**config.mk**
```make
export PLATFORM = sky130hd
export DESIGN_NAME = dual_issue_ctrl
export DESIGN_NICKNAME = d
export VERILOG_FILES = /design/src/rtl/dual_issue_ctrl.sv
export SDC_FILE = /design/constraint.sdc
export NUM_CORES = 1
export LEC_CHECK = 0
export ABC_AREA = 0
export CAP_MARGIN = 10
export CELL_PAD_IN_SITES_DETAIL_PLACEMENT = 1
export CELL_PAD_IN_SITES_GLOBAL_PLACEMENT = 2
export CORE_MARGIN = 2
export CORE_UTILIZATION = 24
export CTS_BUF_LIST = sky130_fd_sc_hd__clkbuf_4 sky130_fd_sc_hd__clkbuf_8
export CTS_CLUSTER_SIZE = 12
export DETAILED_ROUTE_END_ITERATION = 8
export PLACE_DENSITY_LB_ADDON = 0.25
export REMOVE_ABC_BUFFERS = 1
export SLEW_MARGIN = 40
export SYNTH_ARGS = -nofsm -noshare
export SYNTH_HDL_FRONTEND = slang
export SYNTH_SLANG_ARGS = --single-unit
```
**constraint.sdc**
```tcl
create_clock -name clk -period 1.9 [get_ports clk]
set_input_delay 0.38 -clock clk [delete_from_list [all_inputs] [get_ports clk]]
set_output_delay 0.38 -clock clk [all_outputs]
set_load 0.02 [all_outputs]
```
**src/rtl/dual_issue_ctrl.sv**
```systemverilog
// dual_issue_ctrl: issue/hazard sequencer for the dual-issue IF/ID stage.
// Ports: clk, reset (sync, active-high); valid_ID, dep_raw1, dep_raw2, dep_pair,
// branch_mispredict, stall_ext in; pc_stall, ifid_stall, flush, issue1, issue2,
// state_o[1:0] out. Optional ISSUE_STATS_EN adds dual_cnt[31:0] and stall_cnt[31:0].
module dual_issue_ctrl #(
    parameter int HAZ_STALL_CYCLES = 6,
    parameter int FLUSH_CYCLES     = 2,
    parameter int CNT_W            = 4
) (
    input  logic       clk,
    input  logic       reset,
    input  logic       valid_ID,
    input  logic       dep_raw1,
    input  logic       dep_raw2,
    input  logic       dep_pair,
    input  logic       branch_mispredict,
    input  logic       stall_ext,
    output logic       pc_stall,
    output logic       ifid_stall,
    output logic       flush,
    output logic       issue1,
    output logic       issue2,
`ifdef ISSUE_STATS_EN
    output logic [31:0] dual_cnt,
    output logic [31:0] stall_cnt,
`endif
    output logic [1:0] state_o
);
    localparam logic [1:0] S_RUN   = 2'd0;
    localparam logic [1:0] S_STALL = 2'd1;
    localparam logic [1:0] S_SPLIT = 2'd2;
    localparam logic [1:0] S_FLUSH = 2'd3;
    localparam logic [CNT_W-1:0] HAZ_LOAD   = CNT_W'(HAZ_STALL_CYCLES - 1);
    localparam logic [CNT_W-1:0] FLUSH_LOAD = CNT_W'(FLUSH_CYCLES - 1);
    localparam logic [CNT_W-1:0] ONE        = CNT_W'(1);

    logic [1:0]       state_q, state_d;
    logic [CNT_W-1:0] cnt_q, cnt_d;
    // cnt holds the cycles still to be spent in STALL/FLUSH, the current one included;
    // the entry cycle in RUN already counts, so the load value is the length minus one.
    logic last;
    assign last = cnt_q <= ONE;

    always_comb begin
        state_d    = state_q;
        cnt_d      = cnt_q;
        pc_stall   = 1'b0;
        ifid_stall = 1'b0;
        flush      = 1'b0;
        issue1     = 1'b0;
        issue2     = 1'b0;
        if (reset) begin
            state_d = S_RUN;
            cnt_d   = '0;
        end else if (branch_mispredict) begin
            flush   = 1'b1;
            state_d = (FLUSH_CYCLES == 1) ? S_RUN : S_FLUSH;
            cnt_d   = (FLUSH_CYCLES == 1) ? '0 : FLUSH_LOAD;
        end else if (stall_ext) begin
            pc_stall   = 1'b1;
            ifid_stall = 1'b1;
            flush      = state_q == S_FLUSH;
        end else begin
            case (state_q)
                S_RUN: begin
                    if (valid_ID && dep_raw1) begin
                        pc_stall   = 1'b1;
                        ifid_stall = 1'b1;
                        state_d    = (HAZ_STALL_CYCLES == 1) ? S_RUN : S_STALL;
                        cnt_d      = (HAZ_STALL_CYCLES == 1) ? '0 : HAZ_LOAD;
                    end else if (valid_ID && (dep_raw2 || dep_pair)) begin
                        issue1     = 1'b1;
                        pc_stall   = 1'b1;
                        ifid_stall = 1'b1;
                        state_d    = S_SPLIT;
                    end else begin
                        issue1 = valid_ID;
                        issue2 = valid_ID;
                    end
                end
                S_STALL: begin
                    pc_stall   = 1'b1;
                    ifid_stall = 1'b1;
                    state_d    = last ? S_RUN : S_STALL;
                    cnt_d      = last ? '0 : cnt_q - ONE;
                end
                S_SPLIT: begin
                    pc_stall   = dep_raw2;
                    ifid_stall = dep_raw2;
                    issue2     = !dep_raw2;
                    state_d    = dep_raw2 ? S_SPLIT : S_RUN;
                end
                default: begin
                    flush   = 1'b1;
                    state_d = last ? S_RUN : S_FLUSH;
                    cnt_d   = last ? '0 : cnt_q - ONE;
                end
            endcase
        end
    end

    always_ff @(posedge clk) begin
        state_q <= state_d;
        cnt_q   <= cnt_d;
    end

    assign state_o = reset ? S_RUN : state_q;

`ifdef ISSUE_STATS_EN
    logic [31:0] dual_cnt_q, dual_cnt_d, stall_cnt_q, stall_cnt_d;
    always_comb begin
        dual_cnt_d  = reset ? '0 : dual_cnt_q + 32'((issue1 && issue2) && (dual_cnt_q != '1));
        stall_cnt_d = reset ? '0 : stall_cnt_q + 32'(pc_stall && (stall_cnt_q != '1));
    end
    always_ff @(posedge clk) begin
        dual_cnt_q  <= dual_cnt_d;
        stall_cnt_q <= stall_cnt_d;
    end
    assign dual_cnt  = dual_cnt_q;
    assign stall_cnt = stall_cnt_q;
`endif
endmodule
```
Word-level counts from Yosys, hierarchy flattened --
Cells that the tools add are included.
Word-level totals: flip-flop bits (word level) 6, input bits 8, output and inout port bits 7, word-level logic and storage cells 61
Operators by class: $add $sub $neg 1, magnitude comparators 1, equality and inequality tests 8, multiplexer cells 36, bitwise operators 2, reduce and logical (&&, ||, !) cells 10
Operator list (number):
- 2-to-1 mux 1 bit | 23
- 2-to-1 mux 2 bit | 7
- 2-to-1 mux 4 bit | 2
- one-hot mux 4 bit (2 select lines) | 1
- inequality test 2 bit, second input constant | 3
- one-hot mux 2 bit (3 select lines) | 1
- AND reduction 3 bit | 2
- equality test 2 bit, second input constant | 2
- <= comparator 4 x 1 -> 1 bit, second input constant | 1
- inequality test 4 bit, second input constant | 1
- subtractor 4 x 1 -> 4 bit, second input constant | 1
- inequality test 3 bit, second input constant | 1
- one-hot mux 1 bit (3 select lines) | 1
- OR reduction 3 bit | 1
- equality test 2 x 1 -> 1 bit, second input constant | 1
- logical AND 1 bit | 2
- zero test 2 bit | 1
- NOT 1 bit | 2
- one-hot mux 1 bit (2 select lines) | 1
- AND reduction 2 bit | 1
- OR reduction 2 bit | 1
- zero test 1 bit | 1
- logical OR 1 bit | 1

Longest topological paths before layout --
Gate-level depths: netlist (run 1).
word-level depth 8, depth in mapped cells 6, mapped depth without buffers 6

Worst setup path before layout (run 1) --
No wires, ideal clock.
path kind reg2out, start register state_q[1], end output pc_stall, data arrival time 1.591 ns, setup slack -0.071 ns, cell stages (with the launch flop) 7, cell sequence dfxtp_1 > clkbuf_1 > nor2_1 > a21oi_1 > nor3_1 > nor3_1 > buf_4
Between the ends: longest elaborated chain between the ends 5, elaborated cells on any way between the ends 7
Ends and longest elaborated chain:
- from (decl) | RTL line 37 | logic [1:0] state_q, state_d;
- from (signal assigned) | RTL line 103 | state_q <= state_d;
- equality test 2 bit (tied with other cells)
- one-hot mux 1 bit (3 select lines) (*)
- 2-to-1 mux 1 bit (*) (3 in series)
- to (decl) | RTL line 18 | output logic pc_stall,
Mark *: on every way between the ends. The rest lies on a longest branch, timed or not.

Worst setup path in the final report (run 1) --
start input dep_raw1, end output ifid_stall
Between the ends: longest elaborated chain between the ends 6
Ends and longest elaborated chain:
- from (decl) | RTL line 13 | input logic dep_raw1,
- logical AND 1 bit | RTL line 66 | if (valid_ID && dep_raw1) begin
- 2-to-1 mux 1 bit | RTL line 66
- one-hot mux 1 bit (3 select lines) | RTL line 64 | case (state_q)
- 2-to-1 mux 1 bit | RTL line 59 | end else if (stall_ext) begin
- 2-to-1 mux 1 bit | RTL line 55 | end else if (branch_mispredict) begin
- 2-to-1 mux 1 bit | RTL line 52 | if (reset) begin
- to (decl) | RTL line 19 | output logic ifid_stall,
No other way between the ends.

==> summary.md, run 1 <==
| Metric | Value |
|---|---|
| Fin crit period | `1.86 ns` |
| Slew Viols, Final | `0` |
| Vias | `616` |
| F_max | `537 MHz` |
| Worst-margin pin slew | `0.309 ns` |
| Largest area contributor in the netlist | `dfxtp_1` |
| N_diodes | `0` |
| #FFs+latches synth | `6` |
| Layout Cells excl Fill | `128` |
| GRT Total Usage | `16.3%` |
| Core area | `1920 um^2` |
| Worst Hold Class | `register to register` |
| Design Area, Final | `801 um^2` |
| Status | `finished, final reports clean` |
| Slew HR | `79.2%` |
| Pre-CTS setup slack | `-0.686 ns` |
| Ys flop type | `dfxtp_1` |
| Setup-failing EPs final | `0` |
| Detail Placement HPWL | `1240 um` |
| Placed cell count | `125` |
| Routed WL | `1670 um` |
| Clk pin slew, worst setup/hold paths | `0.04 ns` |
| CTS buffer count | `3` |
| Crit. End Element | `primary output` |
| Setup Skew | `0.00827 ns` |
| # rows | `16` |
| Fin. Hold Viols | `0` |
| Port-buffer cells | `14` |
| Drt pass-1 iters | `4` |
| Detailed Route Iter0 Violations | `9` |
| Async SR Flop Fraction | `0%` |
| Worst reg2reg setup slack | `0.20 ns` |
| Post-route setup slack | `0.0368 ns` |
| Cts hold-fix bufs | `0` |
| Number of fill cells in the layout | `259` |
| Final layout net count | `113` |
| Antenna viol nets, final | `0` |
| Worst r2r path cells | `5` |
| Clock Latency Late Sink | `0.25 ns` |
| Area after DPL | `768 um^2` |
| Synthesized area | `478 um^2` |
| CP Class | `primary input to primary output` |
| Worst reg2reg startpoint | `cnt_q[0]` |
| Hold Path Stages | `2` |
| Leakage power | `0.357 nW` |
| Layout area overhead | `67.5%` |
| Global-route wire length before repair | `2980 um` |
| Hold Path Sink | `cnt_q[1]` |
| I/O Pins | `15` |
| DRC Markers | `0` |
| EDFF count, synth | `0` |
| Yosys cell types | `26` |
| Syn avg cell area | `6.93 um^2` |
| Largest cells by area after synthesis | `dfxtp_1 (25%), a21oi_1 (12%), nor2_1 (7.9%)` |
| CTS tree | `done` |
| Max FO, Critical Path | `3` |
| CTS Root Cell | `clkbuf_4` |
| Die Width | `48.6 um` |
| Post-Synthesis Cells | `69` |
| Max-Cap Viols | `0` |
| RSZ-0062 raised after global routing | `true` |
| Die Y | `48.6 um` |
| Fin crit share | `98.1%` |
| Initial antenna violation count | `0` |
| Ratio of cells with drive above 1 in the final layout | `33.7%` |
| Postcts setup bufs | `0` |
| CTS H-Tree Depth | `1` |
| Power Dens Cells | `540 nW/um^2` |
| CTS Sinks | `6` |
| CP startpoint kind | `primary input` |
| Register area share after synthesis | `25.1%` |
| Die Footprint | `2360 um^2` |
| WL per Instance | `13.0 um` |
| Worst VDD drop | `381 uV` |
| Vias/cell | `4.81` |
| GP Congestion | `0.790` |
| Pin count of the biggest net entering global routing | `9` |
| Clock Path Buffers | `2` |
| R2R Path End | `cnt_q[1]` |
| Crit path arrival time | `1.48 ns` |
| HP Start | `cnt_q[1]` |
| Share of the synthesized area in the top cell type | `25.1%` |
| Number of global-route vias before repair | `618` |
| Initial Util | `24.9%` |
| Synth warn | `0` |
| Critical Path RT | `1.52 ns` |
| Overflow after GRT | `0` |
[cells in the mapped netlist, drive strengths merged (2+ instances only)]
cell type,instances
o21ai,6
nand2,4
clkbuf,2
a211oi,2
nor2,10
nor3,4
a21oi,11
dfxtp,6
inv,4
ha,2
buf,2
nor2b,2
nand2b,2
[layout make-up]
| class | count | area, um^2 | area share, % |
|---|---|---|---|
| Multi-Input combinational cell | 55 | 340 | 42.5 |
| Inverter | 4 | 15.0 | 1.88 |
| Sequential cell | 6 | 121 | 15.2 |
| Tap cell | 27 | 33.8 | 4.22 |
| Clock buffer | 3 | 22.5 | 2.81 |
| Timing Repair Buffer | 33 | 268 | 33.4 |
[placed cells by master (no fill, tap or decap), drive strengths merged, types with 2 or more instances in the layout]
| cell type | synthesis | routed |
|---|---|---|
| nor2 | 10 | 10 |
| buf | 2 | 23 |
| nor3 | 4 | 4 |
| o21ai | 6 | 6 |
| dlygate4sd2 | 0 | 4 |
| clkbuf | 2 | 3 |
| clkdlybuf4s50 | 0 | 4 |
| nor2b | 2 | 2 |
| dfxtp | 6 | 6 |
| a21oi | 11 | 11 |
| nand2 | 4 | 4 |
| nand2b | 2 | 2 |
| inv | 4 | 4 |
| a211oi | 2 | 2 |
| ha | 2 | 2 |
[through the flow]
step                      power (mW)  utilization (%)  TNS (ns)  hold slack, ns
after CTS                      0.433             40.9         0           0.487
final                          0.433             41.7         0           0.483
after global placement         0.306             40.0     -2.98           0.456
after floorplan                0.211                -    -0.162           0.443
after global routing           0.471             41.7   -0.0729           0.506
after detailed placement       0.308             40.0     -3.10           0.480
[state kept, by name, summed over array words and instances (netlist names)]
register  cells
cnt_q         4
state_q       2
[kinds of logic (layout without fill, tap and decap cells)]
kind of cell | count (synthesis) | count (layout) | synth area share (%)
buffers and inverters | 8 | 40 | 8.64
DFF | 6 | 6 | 25.1
adders and majority gates | 2 | 2 | 5.23
and+or+nand+nor | 30 | 30 | 32.7
AOI/OAI and AO/OA | 23 | 23 | 28.3
[critical path, stage by stage]
cell and delay [ns]:
clkdlybuf4s50_1 0.49, nor2_2 0.06, a21oi_1 0.19, nor3_2 0.06, nor3_2 0.13, buf_4 0.17
[power breakdown]
part / leakage [nW] / switching [mW] / internal, mW / total [mW]
Sequential: 0.0496 / 0.0103 / 0.134 / 0.144
Clock: 0.0138 / 0.0511 / 0.0718 / 0.123
Combinational: 0.294 / 0.0798 / 0.0857 / 0.165
Total: 0.357 / 0.141 / 0.291 / 0.433
[metal layers]
metal	part of all wire (%)	vias up	track usage, %
li1	-	309	-
met1	47	291	21.6
met4	0	0	1.43
met3	5.0	0	6.17
met2	48	16	26.0
met5	0	-	0
[worst max-delay path by stage]
| stage | from | to | slack [ns] |
|---|---|---|---|
| 3_5_place_dp | branch_mispredict | issue1 | -0.69 |
| 4_1_cts | reset | state_o[1] | 0.002 |
| 2_1_floorplan | branch_mispredict | ifid_stall | -0.08 |
| 3_3_place_gp | branch_mispredict | issue1 | -0.66 |
| 5_1_grt | dep_raw2 | ifid_stall | -0.04 |
| 6_report | dep_raw1 | ifid_stall | 0.04 |
[timing repair]
item                       4_1_cts  5_1_grt
setup endpoints to repair        7        4
hold endpoints to repair         0        0
resized for setup               31        6
pin swaps                        4        2
Note: power is estimated with default switching activity, not from simulation.
==> run 2, diff against run 1 <==
--- a/config.mk
+++ b/config.mk
@@ -7,11 +7,10 @@
 export LEC_CHECK = 0
 export ABC_AREA = 0
 export CAP_MARGIN = 10
-export CELL_PAD_IN_SITES_DETAIL_PLACEMENT = 1
+export CELL_PAD_IN_SITES_DETAIL_PLACEMENT = 0
 export CELL_PAD_IN_SITES_GLOBAL_PLACEMENT = 2
 export CORE_MARGIN = 2
-export CORE_UTILIZATION = 24
-export CTS_BUF_LIST = sky130_fd_sc_hd__clkbuf_4 sky130_fd_sc_hd__clkbuf_8
+export CORE_UTILIZATION = 23
 export CTS_CLUSTER_SIZE = 12
 export DETAILED_ROUTE_END_ITERATION = 8
 export PLACE_DENSITY_LB_ADDON = 0.25
==> run 2 against run 1 <==
Net effect: wire length down 14%; global-route usage down 3.2 points; power is 2.9% lower; flip-flop and latch count stayed put; via count is 1.9% lower; non-clock buffer count down 3; hold slack got worse by 0.0094 ns; worst setup slack got worse by 0.011 ns; design area is 2.0% lower; critical endpoint is now issue2; largest cell class unchanged; largest power group unchanged.
==> summary.md, run 2 (synthesized netlist as in run 1, its figures left out) <==
| Metric | Value |
|---|---|
| Status | `finished, final reports clean` |
| Port-buffer cells | `14 (unchanged)` |
| Clock Latency Late Sink | `0.25 ns (about the same)` |
| Detailed Route Iter0 Violations | `10 (+1)` |
| Most frequent cells in the layout | `buf_4 (18), a21oi_1 (10), dlygate4sd2_1 (10)` |
| Routed WL | `1430 um (-14%)` |
| Design Area, Final | `785 um^2 (-2.0%)` |
| Pin count of the biggest net entering global routing | `10 (+1)` |
| Area after DPL | `746 um^2 (-2.9%)` |
| Global-route wire length before repair | `2430 um (-19%)` |
| CP startpoint kind | `primary input` |
| RSZ-0062 raised after global routing | `false` |
| N_diodes | `0 (unchanged)` |
| Ratio of cells with drive above 1 in the final layout | `32.7% (-1.0 points)` |
| Core area | `1960 um^2 (+2.1%)` |
| Die Y | `49.6 um (+2.0%)` |
| Hold Path Stages | `2 (unchanged)` |
| Detail Placement HPWL | `1150 um (-7.4%)` |
| Top reg by flops | `cnt_q` |
| Multi-input gate area | `354 um^2 (+4.0%)` |
| WL per Instance | `11.5 um (-12%)` |
| Initial Util | `24.4% (-0.51 points)` |
| Placed cell count | `122 (-2.4%)` |
| Max-Cap Viols | `0 (unchanged)` |
| GRT Total Usage | `13.1% (-3.2 points)` |
| Die Width | `49.6 um (+2.0%)` |
| Overflow after GRT | `0 (unchanged)` |
| Number of fill cells in the layout | `236 (-8.9%)` |
| CP Class | `primary input to primary output` |
| Fin crit period | `1.87 ns (+0.0107 ns)` |
| Slew HR | `82.8% (+3.6 points)` |
| Top flop regs | `cnt_q (4), state_q (2)` |
| CTS Sinks | `6 (unchanged)` |
| Final layout net count | `110 (-2.7%)` |
| Worst VDD drop | `312 uV (-18%)` |
| Cts hold-fix bufs | `0 (unchanged)` |
| F_max | `534 MHz (-0.57%)` |
| CTS H-Tree Depth | `1 (unchanged)` |
| Critical Path RT | `1.52 ns (about the same)` |
| Setup-failing EPs final | `0 (unchanged)` |
| Commonest non-fill, non-tap cell in the layout | `buf_4` |
| I/O Pins | `15 (unchanged)` |
| Crit path arrival time | `1.49 ns (about the same)` |
| Setup Skew | `0.00658 ns (-0.00170 ns)` |
| Layout area overhead | `64.1%` |
| Layout Cells excl Fill | `125 (-2.3%)` |
| Drt pass-1 iters | `4 (unchanged)` |
| DRC Markers | `0 (unchanged)` |
| Worst r2r path cells | `5 (unchanged)` |
| CTS tree | `done` |
| Fin. Hold Viols | `0 (unchanged)` |
| Postcts setup bufs | `0 (unchanged)` |
| Worst-margin pin slew | `0.256 ns (-0.0528 ns)` |
| Power Dens Cells | `535 nW/um^2 (-0.91%)` |
| Die Footprint | `2460 um^2 (+4.0%)` |
| Vias/cell | `4.83 (+0.41%)` |
| Antenna viol nets, final | `0 (unchanged)` |
| Leakage power | `0.346 nW (-3.1%)` |
| Max reg flops | `4 (unchanged)` |
| Fin crit share | `98.6% (+0.56 points)` |
| CTS Root Cell | `clkbuf_4` |
| CTS buffer count | `3 (unchanged)` |
| Core utilization of the finished layout | `40.0% (-1.7 points)` |
| Slew Viols, Final | `0 (unchanged)` |
| Clk pin slew, worst setup/hold paths | `0.05 ns (about the same)` |
| Clock Path Buffers | `2 (unchanged)` |
| Worst hold slack | `0.473 ns (-0.00942 ns)` |
| Worst Hold Class | `register to register` |
| # rows | `16 (unchanged)` |
| GP Congestion | `0.769 (-2.6%)` |
| Initial antenna violation count | `0 (unchanged)` |
| Crit. End Element | `primary output` |
| Max FO, Critical Path | `2 (-1)` |
| Register area | `120 um^2 (-1.0%)` |
| Vias | `604 (-1.9%)` |
| Number of global-route vias before repair | `578 (-6.5%)` |
run 2: cell types whose count changed in the layout (fill, tap and decap cells not counted), sizes merged:
cell           change
clkdlybuf4s50      -4
dlygate4sd2        +6
buf                -4
dlymetal6s2s       -1
run 2: stage by stage:
stage | TNS [ns] | worst slack (ns) | total power, mW
finish | 0 | 0.0262 | 0.420
global route | 0 | 0.00379 | 0.453
detailed placement | -3.15 | -0.654 | 0.299
global placement | -3.09 | -0.642 | 0.299
floorplan | -0.162 | -0.0811 | 0.211
CTS | 0 | 0.00924 | 0.422
run 2: final timing paths:
kind | startpoint | end | slack, ns
worst min-delay path | cnt_q[1] | cnt_q[1] | 0.47
worst min register to register | cnt_q[1] | cnt_q[1] | 0.47
worst max-delay path | stall_ext | issue2 | 0.03
worst max register to register | cnt_q[0] | cnt_q[1] | 0.32
run 2: final cells by class:
type | count | share of cell area [%]
Sequential cell | 6 | 15.3
Tap cell | 27 | 4.31
Timing Repair Buffer | 30 | 30.5
Multi-Input combinational cell | 55 | 45.1
Clock buffer | 3 | 2.87
Inverter | 4 | 1.91
run 2: metal layers:
layer  share of wire [%]  global-route usage, %
met2                  50                   21.8
met4                   0                   4.17
met5                   0                      0
met1                  44                   14.8
met3                 5.3                   5.76
run 2: worst max-delay path, cell delays in order:
cell,delay [ns]
dlygate4sd2_1,0.25
or3_4,0.41
nor4_2,0.27
buf_4,0.19
run 2: timing repair:
action	in CTS	in global routing
setup endpoints to repair	7	2
gates resized for setup	35	4
pin swaps	3	2
run 2: report_power, final:
group	internal, mW	switching, mW
Clock	0.0719	0.0528
Sequential	0.133	0.00878
Combinational	0.0773	0.0757
==> run 3, diff against run 2 <==
--- a/config.mk
+++ b/config.mk
@@ -15,6 +15,7 @@
 export DETAILED_ROUTE_END_ITERATION = 8
 export PLACE_DENSITY_LB_ADDON = 0.25
 export REMOVE_ABC_BUFFERS = 1
+export SETUP_SLACK_MARGIN = 0.5
 export SLEW_MARGIN = 40
 export SYNTH_ARGS = -nofsm -noshare
 export SYNTH_HDL_FRONTEND = slang
==> run 3 against run 2 <==
Net effect: die area unchanged; power up 16%; clock power up 3%; utilization is 8.5 points higher; hold slack got worse by 0.026 ns; combinational power rose by 40%; critical path depth is the same; critical endpoint unchanged; largest cell class unchanged.
==> summary.md, run 3 (synthesized netlist as in run 1, its figures left out) <==
| Metric | Value |
|---|---|
| CTS Sinks | `6 (unchanged)` |
| Status | `finished, final reports clean` |
| Post-route setup slack | `0.221 ns (+0.195 ns)` |
| Bufs and invs on worst path | `2 (unchanged)` |
| Commonest non-fill, non-tap cell in the layout | `buf_4` |
| Clock Path Buffers | `2 (unchanged)` |
| Number of global-route vias before repair | `620 (+7.3%)` |
| Global-route wire length before repair | `2620 um (+7.7%)` |
| Vias/cell | `4.86 (+0.52%)` |
| Hold Path Stages | `3 (+1)` |
| Crit. End Element | `primary output` |
| Layout area overhead | `99.0%` |
| CTS buffer count | `3 (unchanged)` |
| CP cell instances | `buf_6 > or3_4 > nor4_1 > buf_2` |
| Critical Path RT | `1.52 ns (about the same)` |
| Routed WL | `1610 um (+12%)` |
| Port-buffer cells | `14 (unchanged)` |
| Cts hold-fix bufs | `0 (unchanged)` |
| WL per Instance | `12.1 um (+5.4%)` |
| # rows | `16 (unchanged)` |
| GP Congestion | `0.769 (unchanged)` |
| Overflow after GRT | `0 (unchanged)` |
| Detailed Route Iter0 Violations | `5 (-5)` |
| Global Route met1 Usage | `15.2% (+0.37 points)` |
| R2R Path End | `cnt_q[1]` |
| Max-Cap Viols | `0 (unchanged)` |
| Drt pass-1 iters | `4 (unchanged)` |
| N_diodes | `0 (unchanged)` |
| CTS H-Tree Depth | `1 (unchanged)` |
| GR peak layer | `met2` |
| Area after DPL | `746 um^2 (unchanged)` |
| Setup TNS | `0 ns (unchanged)` |
| Worst-margin pin slew | `0.248 ns (-0.00806 ns)` |
| GRT Total Usage | `14.1% (+1.0 points)` |
| Pin count of the biggest net entering global routing | `9 (-1)` |
| Pre-CTS setup slack | `-0.654 ns (unchanged)` |
| Power Dens Cells | `511 nW/um^2 (-4.5%)` |
| Max FO, Critical Path | `2 (unchanged)` |
| Final layout net count | `118 (+7.3%)` |
| RSZ-0062 raised after global routing | `true` |
| CP max stage cell | `or3_4` |
| Pwr Total | `0.486 mW (+16%)` |
| Setup Skew | `0.00278 ns (-0.00379 ns)` |
| CTS Root Cell | `clkbuf_4` |
| Fin crit share | `88.4% (-10 points)` |
| HP Start | `reset` |
| DRC Markers | `0 (unchanged)` |
| Clock Latency Late Sink | `0.25 ns (about the same)` |
| Worst VDD drop | `339 uV (+8.7%)` |
| Detail Placement HPWL | `1150 um (unchanged)` |
| Met3 usage | `5.76% (unchanged)` |
| GR Layer Usage met2 | `24.2% (+2.4 points)` |
| Fin crit period | `1.68 ns (-0.195 ns)` |
| Hold Path Sink | `state_q[1]` |
| Clk pin slew, worst setup/hold paths | `0.05 ns (about the same)` |
| Top reg by flops | `cnt_q` |
| Crit path arrival time | `1.30 ns (-0.19 ns)` |
| Design Area, Final | `951 um^2 (+21%)` |
| Slew Viols, Final | `0 (unchanged)` |
| Initial antenna violation count | `0 (unchanged)` |
| CTS tree | `done` |
| Layout Cells excl Fill | `133 (+6.4%)` |
| Most frequent cells in the layout | `buf_4 (21), buf_6 (12), a21oi_1 (8), nor2_1 (8)` |
| Top flop regs | `cnt_q (4), state_q (2)` |
| F_max | `596 MHz (+12%)` |
| Worst r2r path cells | `6 (+1)` |
| Die Y | `49.6 um (unchanged)` |
| Slowest Stage Delay on Critical Path | `0.40 ns (about the same)` |
| Die Width | `49.6 um (unchanged)` |
| Die Footprint | `2460 um^2 (unchanged)` |
| Crit path depth | `4 (unchanged)` |
| Max reg flops | `4 (unchanged)` |
| Setup-failing EPs final | `0 (unchanged)` |
| Vias | `646 (+7.0%)` |
| CP startpoint kind | `primary input` |
| Worst Hold Class | `primary input to register` |
| Worst reg2reg setup slack | `0.48 ns (+0.16 ns)` |
| Placed cell count | `122 (unchanged)` |
| Cell family with most CP delay | `simple AND/OR/NAND/NOR gates` |
| I/O Pins | `15 (unchanged)` |
| Ratio of cells with drive above 1 in the final layout | `62.3% (+30 points)` |
| Core area | `1960 um^2 (unchanged)` |
| Initial Util | `24.4% (unchanged)` |
| Fin. Hold Viols | `0 (unchanged)` |
| CP Class | `primary input to primary output` |
| Worst reg2reg startpoint | `state_q[0]` |
| Slew HR | `83.3% (+0.54 points)` |
| Antenna viol nets, final | `0 (unchanged)` |
| Leakage power | `0.408 nW (+18%)` |
-- run 3: cell types whose count changed in the layout (fill, tap and decap cells not counted), moves of 3 or more --
cell and change:
o21ai_0 -4, buf_6 +12, buf_4 +3, dfxtp_1 -4
dlygate4sd2_1 -10
-- run 3: where the power goes --
part | total [mW] | switching, mW | internal [mW]
Sequential | 0.144 | 0.00973 | 0.134
Combinational | 0.214 | 0.0939 | 0.120
Clock | 0.129 | 0.0565 | 0.0722
-- run 3: tightest hold or removal path: cells and delay by family --
kind	cells	cell delay [ns]
buffers and inverters	2	0.22
AOI/OAI and AO/OA	1	0.05
-- run 3: area by class of cell --
class                           instances  area (um^2)
Sequential cell                         6          130
Multi-Input combinational cell         55          422
Tap cell                               27         33.8
Fill cell                             206         1010
Timing Repair Buffer                   38          328
Inverter                                4         15.0
Clock buffer                            3         22.5
-- run 3: stage by stage --
| stage | hold WS [ns] | util [%] |
|---|---|---|
| 2_1_floorplan | 0.443 | - |
| 3_3_place_gp | 0.471 | 38.0 |
| 3_5_place_dp | 0.469 | 38.0 |
| 4_1_cts | 0.431 | 43.7 |
| 5_1_grt | 0.456 | 48.5 |
| 6_report | 0.447 | 48.5 |
-- run 3: worst max path at each step --
stage | start | end | slack [ns]
finish | stall_ext | issue2 | 0.22
global route | stall_ext | issue1 | 0.19
CTS | stall_ext | issue1 | 0.21
detailed placement | branch_mispredict | issue1 | -0.65
global placement | branch_mispredict | issue1 | -0.64
floorplan | branch_mispredict | ifid_stall | -0.08
-- run 3: layer usage --
layer / part of all wire (%) / vias to the layer above
li1: - / 322
met3: 4.7 / 4
met4: 1.4 / 0
met5: 0 / -
met2: 52 / 15
met1: 42 / 305
-- run 3: timing repair --
action	in CTS	in global routing
endpoints found under the hold margin	0	0
gates resized for setup	88	21
setup endpoints to repair	13	12
pin swaps	12	5
buffers inserted	5	3
